## src/rtl/geofence_driver_if.sv

```systemverilog
// Point-stream bundle between the geofence driver (master) and its environment (slave):
// upstream point port, geofence core port and downstream result port.
interface geofence_driver_if;
  logic       pt_valid;
  logic       pt_ready;
  logic [9:0] pt_x;
  logic [9:0] pt_y;
  logic       fence_reset;
  logic [9:0] fence_x;
  logic [9:0] fence_y;
  logic       fence_valid;
  logic       fence_inside;
  logic       res_valid;
  logic       res_ready;
  logic       res_inside;
  logic       res_timeout;

  modport master (
    input  pt_valid, pt_x, pt_y, fence_valid, fence_inside, res_ready,
    output pt_ready, fence_reset, fence_x, fence_y, res_valid, res_inside, res_timeout
  );

  modport slave (
    output pt_valid, pt_x, pt_y, fence_valid, fence_inside, res_ready,
    input  pt_ready, fence_reset, fence_x, fence_y, res_valid, res_inside, res_timeout
  );
endinterface

```

## src/rtl/geofence_driver.sv

```systemverilog
// Buffers one geofence test case (object + 6 vertices), streams it into the core on
// consecutive cycles, then waits for the core result (or a timeout) and reports it.
module geofence_driver #(
  parameter int unsigned TIMEOUT = 32,
  parameter int unsigned CNT_W   = 16
) (
  input  logic                clk,
  input  logic                reset,
  geofence_driver_if.master   bus,
  output logic [CNT_W-1:0]    case_count,
  output logic [CNT_W-1:0]    timeout_count
);

  localparam int unsigned TmoW = (TIMEOUT > 1) ? $clog2(TIMEOUT) : 1;

  typedef enum logic [1:0] {StFill, StStream, StWait, StReport} state_e;

  state_e            state_q, state_d;
  logic [2:0]        idx_q, idx_d;
  logic [TmoW-1:0]   tmo_q, tmo_d;
  logic [9:0]        bx_q [7];
  logic [9:0]        bx_d [7];
  logic [9:0]        by_q [7];
  logic [9:0]        by_d [7];
  logic              fence_reset_q, fence_reset_d;
  logic              res_valid_q, res_valid_d;
  logic              res_inside_q, res_inside_d;
  logic              res_timeout_q, res_timeout_d;
  logic [CNT_W-1:0]  case_count_q, case_count_d;
  logic [CNT_W-1:0]  timeout_count_q, timeout_count_d;
  logic              pt_ready;

  // Gated by reset so nothing upstream is consumed while the block is held in reset.
  assign pt_ready = reset && (state_q == StFill);

  always_comb begin
    state_d         = state_q;
    idx_d           = idx_q;
    tmo_d           = tmo_q;
    bx_d            = bx_q;
    by_d            = by_q;
    fence_reset_d   = fence_reset_q;
    res_valid_d     = res_valid_q;
    res_inside_d    = res_inside_q;
    res_timeout_d   = res_timeout_q;
    case_count_d    = case_count_q;
    timeout_count_d = timeout_count_q;

    unique case (state_q)
      StFill: begin
        if (bus.pt_valid && pt_ready) begin
          bx_d[idx_q] = bus.pt_x;
          by_d[idx_q] = bus.pt_y;
          if (idx_q == 3'd6) begin
            idx_d         = 3'd0;
            state_d       = StStream;
            fence_reset_d = 1'b0;
          end else begin
            idx_d = idx_q + 3'd1;
          end
        end
      end
      StStream: begin
        if (idx_q == 3'd6) begin
          idx_d   = 3'd0;
          tmo_d   = '0;
          state_d = StWait;
        end else begin
          idx_d = idx_q + 3'd1;
        end
      end
      StWait: begin
        tmo_d = tmo_q + 1'b1;
        // A result arriving on the last allowed cycle still counts as a real result.
        if (bus.fence_valid) begin
          res_inside_d  = bus.fence_inside;
          res_timeout_d = 1'b0;
          res_valid_d   = 1'b1;
          fence_reset_d = 1'b1;
          state_d       = StReport;
        end else if (tmo_q == TmoW'(TIMEOUT - 1)) begin
          res_inside_d  = 1'b0;
          res_timeout_d = 1'b1;
          res_valid_d   = 1'b1;
          fence_reset_d = 1'b1;
          state_d       = StReport;
        end
      end
      StReport: begin
        if (bus.res_ready) begin
          res_valid_d  = 1'b0;
          case_count_d = case_count_q + 1'b1;
          if (res_timeout_q) begin
            timeout_count_d = timeout_count_q + 1'b1;
          end
          state_d = StFill;
        end
      end
    endcase
  end

  always_ff @(posedge clk) begin
    if (!reset) begin
      state_q         <= StFill;
      idx_q           <= 3'd0;
      tmo_q           <= '0;
      bx_q            <= '{default: '0};
      by_q            <= '{default: '0};
      fence_reset_q   <= 1'b1;
      res_valid_q     <= 1'b0;
      res_inside_q    <= 1'b0;
      res_timeout_q   <= 1'b0;
      case_count_q    <= '0;
      timeout_count_q <= '0;
    end else begin
      state_q         <= state_d;
      idx_q           <= idx_d;
      tmo_q           <= tmo_d;
      bx_q            <= bx_d;
      by_q            <= by_d;
      fence_reset_q   <= fence_reset_d;
      res_valid_q     <= res_valid_d;
      res_inside_q    <= res_inside_d;
      res_timeout_q   <= res_timeout_d;
      case_count_q    <= case_count_d;
      timeout_count_q <= timeout_count_d;
    end
  end

  assign bus.pt_ready    = pt_ready;
  assign bus.fence_reset = fence_reset_q;
  assign bus.fence_x     = (state_q == StStream) ? bx_q[idx_q] : 10'd0;
  assign bus.fence_y     = (state_q == StStream) ? by_q[idx_q] : 10'd0;
  assign bus.res_valid   = res_valid_q;
  assign bus.res_inside  = res_inside_q;
  assign bus.res_timeout = res_timeout_q;
  assign case_count      = case_count_q;
  assign timeout_count   = timeout_count_q;

endmodule

```

## src/flat_wrapper.sv

```systemverilog
// flat-port wrapper written by rule: the top's interface ports become plain ports
module geofence_driver_flat 
#(
  parameter int unsigned TIMEOUT = 32,
  parameter int unsigned CNT_W   = 16
)
  (clk, reset, case_count, timeout_count, bus_pt_valid, bus_pt_x, bus_pt_y, bus_fence_valid, bus_fence_inside, bus_res_ready, bus_pt_ready, bus_fence_reset, bus_fence_x, bus_fence_y, bus_res_valid, bus_res_inside, bus_res_timeout);
  geofence_driver_if bus_i ();
  input  logic clk;
  input  logic reset;
  output logic [CNT_W-1:0] case_count;
  output logic [CNT_W-1:0] timeout_count;
  input wire logic [$bits(bus_i.pt_valid)-1:0] bus_pt_valid;
  input wire logic [$bits(bus_i.pt_x)-1:0] bus_pt_x;
  input wire logic [$bits(bus_i.pt_y)-1:0] bus_pt_y;
  input wire logic [$bits(bus_i.fence_valid)-1:0] bus_fence_valid;
  input wire logic [$bits(bus_i.fence_inside)-1:0] bus_fence_inside;
  input wire logic [$bits(bus_i.res_ready)-1:0] bus_res_ready;
  output wire logic [$bits(bus_i.pt_ready)-1:0] bus_pt_ready;
  output wire logic [$bits(bus_i.fence_reset)-1:0] bus_fence_reset;
  output wire logic [$bits(bus_i.fence_x)-1:0] bus_fence_x;
  output wire logic [$bits(bus_i.fence_y)-1:0] bus_fence_y;
  output wire logic [$bits(bus_i.res_valid)-1:0] bus_res_valid;
  output wire logic [$bits(bus_i.res_inside)-1:0] bus_res_inside;
  output wire logic [$bits(bus_i.res_timeout)-1:0] bus_res_timeout;
  assign bus_i.pt_valid = bus_pt_valid;
  assign bus_i.pt_x = bus_pt_x;
  assign bus_i.pt_y = bus_pt_y;
  assign bus_i.fence_valid = bus_fence_valid;
  assign bus_i.fence_inside = bus_fence_inside;
  assign bus_i.res_ready = bus_res_ready;
  assign bus_pt_ready = bus_i.pt_ready;
  assign bus_fence_reset = bus_i.fence_reset;
  assign bus_fence_x = bus_i.fence_x;
  assign bus_fence_y = bus_i.fence_y;
  assign bus_res_valid = bus_i.res_valid;
  assign bus_res_inside = bus_i.res_inside;
  assign bus_res_timeout = bus_i.res_timeout;
  geofence_driver #(.TIMEOUT(TIMEOUT), .CNT_W(CNT_W)) u_core (.clk(clk), .reset(reset), .bus(bus_i), .case_count(case_count), .timeout_count(timeout_count));
endmodule
```

## config.mk

```make
export PLATFORM = sky130hd
export DESIGN_NAME = geofence_driver_flat
export DESIGN_NICKNAME = d
export VERILOG_FILES = /design/src/rtl/geofence_driver_if.sv /design/src/rtl/geofence_driver.sv /design/src/flat_wrapper.sv
export SDC_FILE = /design/constraint.sdc
export NUM_CORES = 1
export LEC_CHECK = 0
export ABC_AREA = 1
export ABC_CLOCK_PERIOD_IN_PS = 1800
export BUFFER_PORTS_ARGS = -buffer_cell sky130_fd_sc_hd__clkbuf_2
export CAP_MARGIN = 15
export CORE_MARGIN = 3
export CORE_UTILIZATION = 60
export CTS_BUF_LIST = sky130_fd_sc_hd__clkbuf_8
export DETAILED_ROUTE_END_ITERATION = 6
export HOLD_SLACK_MARGIN = 0.08
export PLACE_DENSITY = 0.81
export SLEW_MARGIN = 10
export SYNTH_ARGS = -nofsm -noshare
export SYNTH_HDL_FRONTEND = slang
export SYNTH_SLANG_ARGS = --single-unit
export TNS_END_PERCENT = 10
```

## constraint.sdc

```tcl
create_clock -name clk -period 1.8 [get_ports clk]
set_clock_uncertainty 0.05 [all_clocks]
set_input_delay 0.36 -clock clk [delete_from_list [all_inputs] [get_ports clk]]
set_output_delay 0.36 -clock clk [all_outputs]
set_load 0.1 [all_outputs]
```

==> results of run 1 <==
## cell families (layout without fill, tap and decap cells)
family	count (synthesis)	in the layout
simple gates	679	679
buf+inv	132	249
compound gates	238	238
xor+xnor	4	4
flops	186	186
fa+ha+maj	9	9
## layer usage
| layer | part of all wire | up-vias | global-route usage |
|---|---|---|---|
| met3 | 0.099 | 79 | 0.0718 |
| li1 | - | 4202 | - |
| met4 | 0.027 | 0 | 0.111 |
| met2 | 0.47 | 482 | 0.510 |
| met1 | 0.40 | 4040 | 0.417 |
| met5 | 0 | - | 0 |
## sequential cells by signal, summed over array words and instances, names as in the netlist
name                    flops
u_core.by_q                70
u_core.state_q              2
u_core.bx_q                70
u_core.bus.res_valid        1
u_core.idx_q                3
u_core.bus.fence_reset      1
u_core.bus.res_inside       1
u_core.tmo_q                5
u_core.case_count          16
u_core.bus.res_timeout      1
u_core.timeout_count       16
## worst max-delay path, cell delays in order, from the launching register on
cell     delay [ns]
dfxtp_4        0.47
inv_6          0.07
nor3_4         0.19
buf_6          0.15
buf_8          0.15
nand2_2        0.06
o21ai_2        0.06
nor2_1         0.08
nor2_4         0.14
buf_12         0.18
## cell usage after synthesis (4+ instances only)
cell type,instances
nor2_1,435
nand2_1,172
a21oi_1,31
inv_2,6
dfxtp_1,186
clkbuf_1,43
buf_1,4
o21ai_1,5
ha_1,9
nor3_1,8
inv_1,59
nand4_1,9
buf_2,19
nand3_1,39
or2_2,4
o21ai_0,187
o211ai_1,10
## placed cells by master, fill, tap and decap left out, types with 3 or more instances in the layout
master / netlist / layout
nand2_1: 172 / 157
buf_4: 1 / 49
dfxtp_2: 0 / 18
nand3b_1: 3 / 3
nor2_2: 2 / 26
nand2_4: 0 / 3
inv_1: 59 / 57
o211ai_1: 10 / 10
inv_2: 6 / 5
nor3_1: 8 / 6
buf_6: 0 / 13
nor2_4: 2 / 25
nor2_1: 435 / 388
clkbuf_2: 0 / 46
nand3_1: 39 / 31
o21ai_0: 187 / 173
clkbuf_4: 0 / 6
nand3_2: 1 / 9
dfxtp_4: 0 / 3
ha_1: 9 / 7
nand2_2: 0 / 12
clkinv_2: 0 / 5
clkbuf_8: 0 / 19
a21oi_1: 31 / 31
o21ai_1: 5 / 15
bufinv_16: 0 / 4
o21ai_2: 0 / 4
nand4_1: 9 / 9
dfxtp_1: 186 / 165
buf_2: 19 / 8
buf_12: 0 / 28
## worst min path at each step
stage	slack [ns]	depth (start not counted)	endpoint
2_1_floorplan	0.38	2	u_core.bx_q[17]
3_3_place_gp	0.39	2	u_core.bus.fence_reset
3_5_place_dp	0.40	2	u_core.bx_q[17]
4_1_cts	0.13	4	u_core.bus.res_timeout
5_1_grt	0.17	4	u_core.bus.res_timeout
6_report	0.15	4	u_core.bus.res_timeout
## stage by stage
step / instances / instance area [um^2] / TNS (ns)
finish: 1541 / 10600 / -11.30
global route: 1541 / 10600 / -14.06
CTS: 1537 / 10300 / -11.20
detailed placement: 1502 / 9740 / -1.62
global placement: 1502 / 9740 / -1.65
floorplan: 1248 / 8540 / -2.59
## timing repair
action / in CTS / in global routing
cloned: 1 / 1
pin swaps: 11 / 28
hold endpoints to repair: 1 / 0
hold buffers: 1 / 0
buffers inserted: 3 / 3
gates resized for setup: 46 / 81
endpoints found under the setup margin: 28 / 114
## power groups by stage
stage	Combinational (mW)	Sequential [mW]	Clock, mW
detailed placement	3.88	4.67	0
CTS	4.12	4.60	2.96
global placement	3.82	4.66	0
finish	4.40	4.63	2.94
global route	4.70	4.66	3.12
floorplan	2.41	4.77	0
## layout make-up
type,count,area [um^2],share of cell area
clock buffers,19,262,0.0247
clock inverters,11,155,0.0147
inverters,65,260,0.0246
multi-input cells,930,4450,0.421
flip-flops and latches,186,3760,0.356
well taps,176,220,0.0208
repair buffers,154,1460,0.138
==> impl_results.md, run 1 <==
* CP startpoint: u_core.idx_q[0]
* Largest family of logic cells by synthesized area: simple AND/OR/NAND/NOR gates
* Largest cells by area after synthesis: dfxtp_1 (45%), nor2_1 (20%), o21ai_0 (11%)
* Die area at 0.0153 mm^2
* Area of the core at 0.0134 mm^2
* Final Cycle Share at 1.35
* End of the critical path: bus_fence_x[7]
* Gpl congestion at 0.953
* Psw at 4.42 mW
* PD cells at 1130 mW/mm^2
* Wire length per cell at 16.1 um
* Post-synthesis mux area share at 0
* Maximum clock insertion buffer count at 2
* Syn_area_per_cell at 6.66 um^2
* Fin nets at 1389
* CTS tree: yes
* Vias at 8803
* # setup viols final at 21
* Synth top area share at 0.448
* CP startpoint kind: register
* Worst setup slack after layout at -0.629 ns
* Worst min path class: primary input to register
* N_diodes at 0
* Min-delay src: bus_fence_valid
* Status: finished with violations
* Starting Density at 0.621
* DR iter-0 viols at 1178
* Total CTS buffers at 17
* Clock share of power at 0.245
* Worst-Margin Slew at 0.653 ns
* MaxCap Viol Count at 0
* VDD IR max at 743 uV
* Static Leakage at 4.42 nW
* Syn nets at 1283
* Fmax at 412 MHz
* Ys Warns at 0
* Compound-Gate Fraction of Synth Area at 0.147
* Vias in the first global route at 7750
* Total of flip-flops plus latches after synthesis at 186
* Share of cells above drive strength 1 at 0.221
* Clk Latency, worst-skew pair at 0.46 ns
* Via density at 5.71
* First-pass DRT Iterations at 7
* Reg2Reg Setup Slack at 0 ns
* H-tree depth at 4
* Net Sw Frac at 0.369
* Post-synth EDFFs at 0
* Place WS at -0.151 ns
* Largest net degree at the start of global routing at 94
* Die X at 124 um
* Total grt overflow at 0
* Area Growth Syn to Fin at 27.1%
* Asr flop ratio synth at 0
* Crit path kind: register to primary output
* Die Height at 124 um
* Sequential share of power at 0.387
* Max-slew violations at 0
* Row count at 42
* RR Startpoint: u_core.idx_q[0]
* Yosys top cell by area: dfxtp_1
* Clk sinks at 186
* Worst slew margin at 0.564
* Clock root cell: clkbuf_8
* Simple-gate share of the synthesized area at 0.324
* Pint at 7.55 mW
* Comb pwr share at 0.368
* Crit Path Max Fanout at 8
* Post-Synth XOR/XNOR Area at 0.00421
* Dominant synthesized flop cell: dfxtp_1
* Fillcell total at 961
* R2R cell count at 7
* CP Capture Type: primary output
* Worst-path clk slew at 0.09 ns
* Sequential share of the synthesized area at 0.448
* Synthesized instance count at 1248
* Final Core Density at 0.789
* Adder-cell share of the synthesized area at 0.0135
* Syn Std Cell Area at 0.00832 mm^2
* DR DRC count at 0
* Power, Total at 12.0 mW
* HPWL Detailed at 16000 um
* Initial antenna violation count at 0
* # IOs at 83
* Yosys cell types at 31
* Fin crit period at 2.43 ns
* GRT Util Overall at 0.316
* # port buffers at 82
* Final hold vios at 0
* Arrival time at the worst endpoint at 2.02 ns
* First-pass GRT wire length at 38100 um
* Failing checks: setup timing
* Routed Antenna Nets at 0
* Critical Path RT at 1.39 ns
* Detailed Route WL at 24800 um
* RSZ-0062 raised after global routing: true
* WHS at 0.153 ns
* Worst reg2reg endpoint: u_core.bx_q[23]
Power figures use the tool's default switching activity.
==> run 2: changes to the inputs <==
Settings changed: ABC_AREA 1 to unset, CORE_MARGIN 3 to 2.
==> run 2 against run 1 <==
  * Setup slack gained 0.0067 ns
  * Flip-flop and latch count is the same
  * Register-to-register slack is essentially flat
  * Critical endpoint is now bus_fence_x[8]
  * Area after synthesis shrank 0.59%
  * Critical path type unchanged
  * The flow finishes with violations (DRC, setup timing)
  * Combinational power shrank 87%
  * Fmax grew 0.28%
  * Utilization grew 2.6 points
  * Cell area grew 2.9%
  * Wire length shrank 1.1%
==> impl_results.md, run 2 <==
* Failing checks: DRC, setup timing
* CTS tree: yes
* WHS Path Cells at 3
* Combined area of the multi-input logic cells at 0.00461 mm^2
* Routed Antenna Nets at 0
* Yosys cell types at 46
* RSZ-0062 raised after global routing: true
* PD cells at 702 mW/mm^2
* Syn Std Cell Area at 0.00827 mm^2
* Final hold vios at 0
* Synthesized instance count at 1038
* CP Capture Type: primary output
* H-tree depth at 4
* Critical Path RT at 1.39 ns
* Setup TNS Final at -11.81 ns
* Vias in the first global route at 7905
* GRT Util Overall at 0.339
* Clk sinks at 186
* Detailed Route WL at 24500 um
* Die area at 0.0147 mm^2
* N_diodes at 0
* # IOs at 83
* Die Height at 121 um
* Total of flip-flops plus latches after synthesis at 186
* Met2 Routed Length at 12100 um
* Synth top cells by count: nand2_1 (278), dfxtp_1 (186), a21oi_1 (158)
* Vias at 8127
* Crit Path Max Fanout at 19
* Largest cells by area after synthesis: dfxtp_1 (45%), nand2_1 (13%), a21oi_1 (9.6%)
* Most common cell in the netlist: nand2_1
* Post-route met1 wirelength at 9960 um
* Share of cells above drive strength 1 at 0.269
* Worst-Margin Slew at 0.559 ns
* Wire length per cell at 18.0 um
* HPWL Detailed at 15800 um
* First-pass GRT wire length at 39100 um
* Final Core Density at 0.815
* Most frequent cells in the layout: nand2_1 (278), dfxtp_1 (157), a21oi_1 (143)
* DR DRC count at 1
* Fmax at 413 MHz
* # setup viols final at 21
* Status: finished with violations
* DR top layer: met4
* Maximum clock insertion buffer count at 2
* WHS at 0.143 ns
* Regs by FF count: u_core.bx_q: 70 flops, u_core.by_q: 70 flops
* Syn_area_per_cell at 7.96 um^2
* Syn nets at 1073
* Max-slew violations at 0
* Area of the core at 0.0133 mm^2
* R2R cell count at 6
* VDD IR max at 831 uV
* Clock root cell: clkbuf_8
* Area Growth Syn to Fin at 31.6%
* Die X at 121 um
* Most common library cell in the layout ignoring fill and taps: nand2_1
* # port buffers at 82
* Row count at 42
* Total CTS buffers at 17
* Fillcell total at 841
* DR iter-0 viols at 918
* Static Leakage at 3.75 nW
* Dominant synthesized flop cell: dfxtp_1
* Synth top area share at 0.450
* Starting Density at 0.619
* Crit path kind: register to primary output
* Asr flop ratio synth at 0
* Via density at 5.97
* Power, Total at 7.63 mW
* Worst min path class: primary input to register
* Worst setup slack after layout at -0.622 ns
* Arrival time at the worst endpoint at 2.01 ns
* Worst-path clk slew at 0.09 ns
* Yosys top cell by area: dfxtp_1
* Fin crit period at 2.42 ns
* First-pass DRT Iterations at 7
* Post-synth EDFFs at 0
* Worst slew margin at 0.629
* Metal3 WL at 1720 um
* Storage element area at 0.00377 mm^2
* Initial antenna violation count at 0
* Final Cycle Share at 1.35
* Fin nets at 1207
* Largest net degree at the start of global routing at 45
* Ys Warns at 0
* Post-CTS setup buffer count at 0
* Clk Latency, worst-skew pair at 0.47 ns
* MaxCap Viol Count at 0
* Gpl congestion at 0.894
* CP startpoint kind: register
* Total grt overflow at 0
* Reg2Reg Setup Slack at 0 ns
* Sequential share of the synthesized area at 0.450
==> run 2: cell types whose count changed in the layout (fill, tap and decap cells not counted), sizes merged, moves of 38 or more <==
| cell | previous run | this run |
|---|---|---|
| nor2 | 439 | 68 |
| o21ai | 192 | 24 |
| a21oi | 31 | 158 |
| nand2 | 172 | 278 |
| mux2i | 0 | 58 |
| inv | 65 | 27 |
==> run 2: metrics by stage <==
| step | setup slack, ns | area, um^2 | instances |
|---|---|---|---|
| after floorplan | -0.367 | 8650 | 1038 |
| after detailed placement | -0.216 | 10200 | 1327 |
| final | -0.622 | 10900 | 1361 |
| after global placement | -0.173 | 10200 | 1327 |
| after global routing | -0.683 | 10900 | 1361 |
| after CTS | -0.605 | 10800 | 1361 |
==> run 2: final cells by class <==
| type | instances | area share |
|---|---|---|
| inverters | 24 | 0.00874 |
| repair buffers | 190 | 0.163 |
| clock inverters | 14 | 0.0143 |
| clock buffers | 18 | 0.0228 |
| well taps | 176 | 0.0202 |
| flip-flops and latches | 186 | 0.347 |
| multi-input cells | 753 | 0.424 |
==> run 2: final timing paths <==
kind                                       from           endpoint
worst min-delay path                bus_pt_x[1]    u_core.bx_q[21]
worst min register to register  u_core.bx_q[34]    u_core.bx_q[34]
worst max-delay path            u_core.idx_q[0]     bus_fence_x[8]
worst max register to register  u_core.idx_q[0]  u_core.state_q[0]
==> run 2: kinds of logic (layout without fill, tap and decap cells) <==
kind of cell,count (synthesis),after routing,share of synthesized area
and+or+nand+nor,422,422,0.216
AOI/OAI and AO/OA,235,235,0.163
DFF,186,186,0.450
buffers and inverters,99,246,0.0465
muxes,66,66,0.0879
xor gates and xnor gates,21,21,0.0222
adders and majority gates,9,9,0.0136
==> run 2: per-layer routing <==
metal / vias to the layer above / global-route usage
met1: 3876 / 0.425
met5: - / 0
met4: 0 / 0.156
met2: 378 / 0.562
met3: 76 / 0.0667
li1: 3797 / -
==> run 2: timing repair <==
| action | 4_1_cts | 5_1_grt |
|---|---|---|
| cloned | 1 | 0 |
| hold endpoints to repair | 1 | 0 |
| hold buffers | 1 | 0 |
| endpoints found under the setup margin | 113 | 108 |
| pin swaps | 4 | 3 |
| gates resized for setup | 61 | 29 |
==> run 2: power by group <==
| group | leakage [nW] | switching, mW | internal (mW) |
|---|---|---|---|
| combinational | 2.02 | 0.369 | 0.214 |
| sequential | 1.52 | 0.0282 | 4.14 |
| clock | 0.211 | 1.48 | 1.39 |
| total | 3.75 | 1.88 | 5.75 |
==> run 2: critical path: stages (launching register included) <==
cell and delay [ns]:
dfxtp_4 0.44, buf_12 0.19, mux4_2 0.55, nor2_4 0.12, a211oi_4 0.05, buf_12 0.18
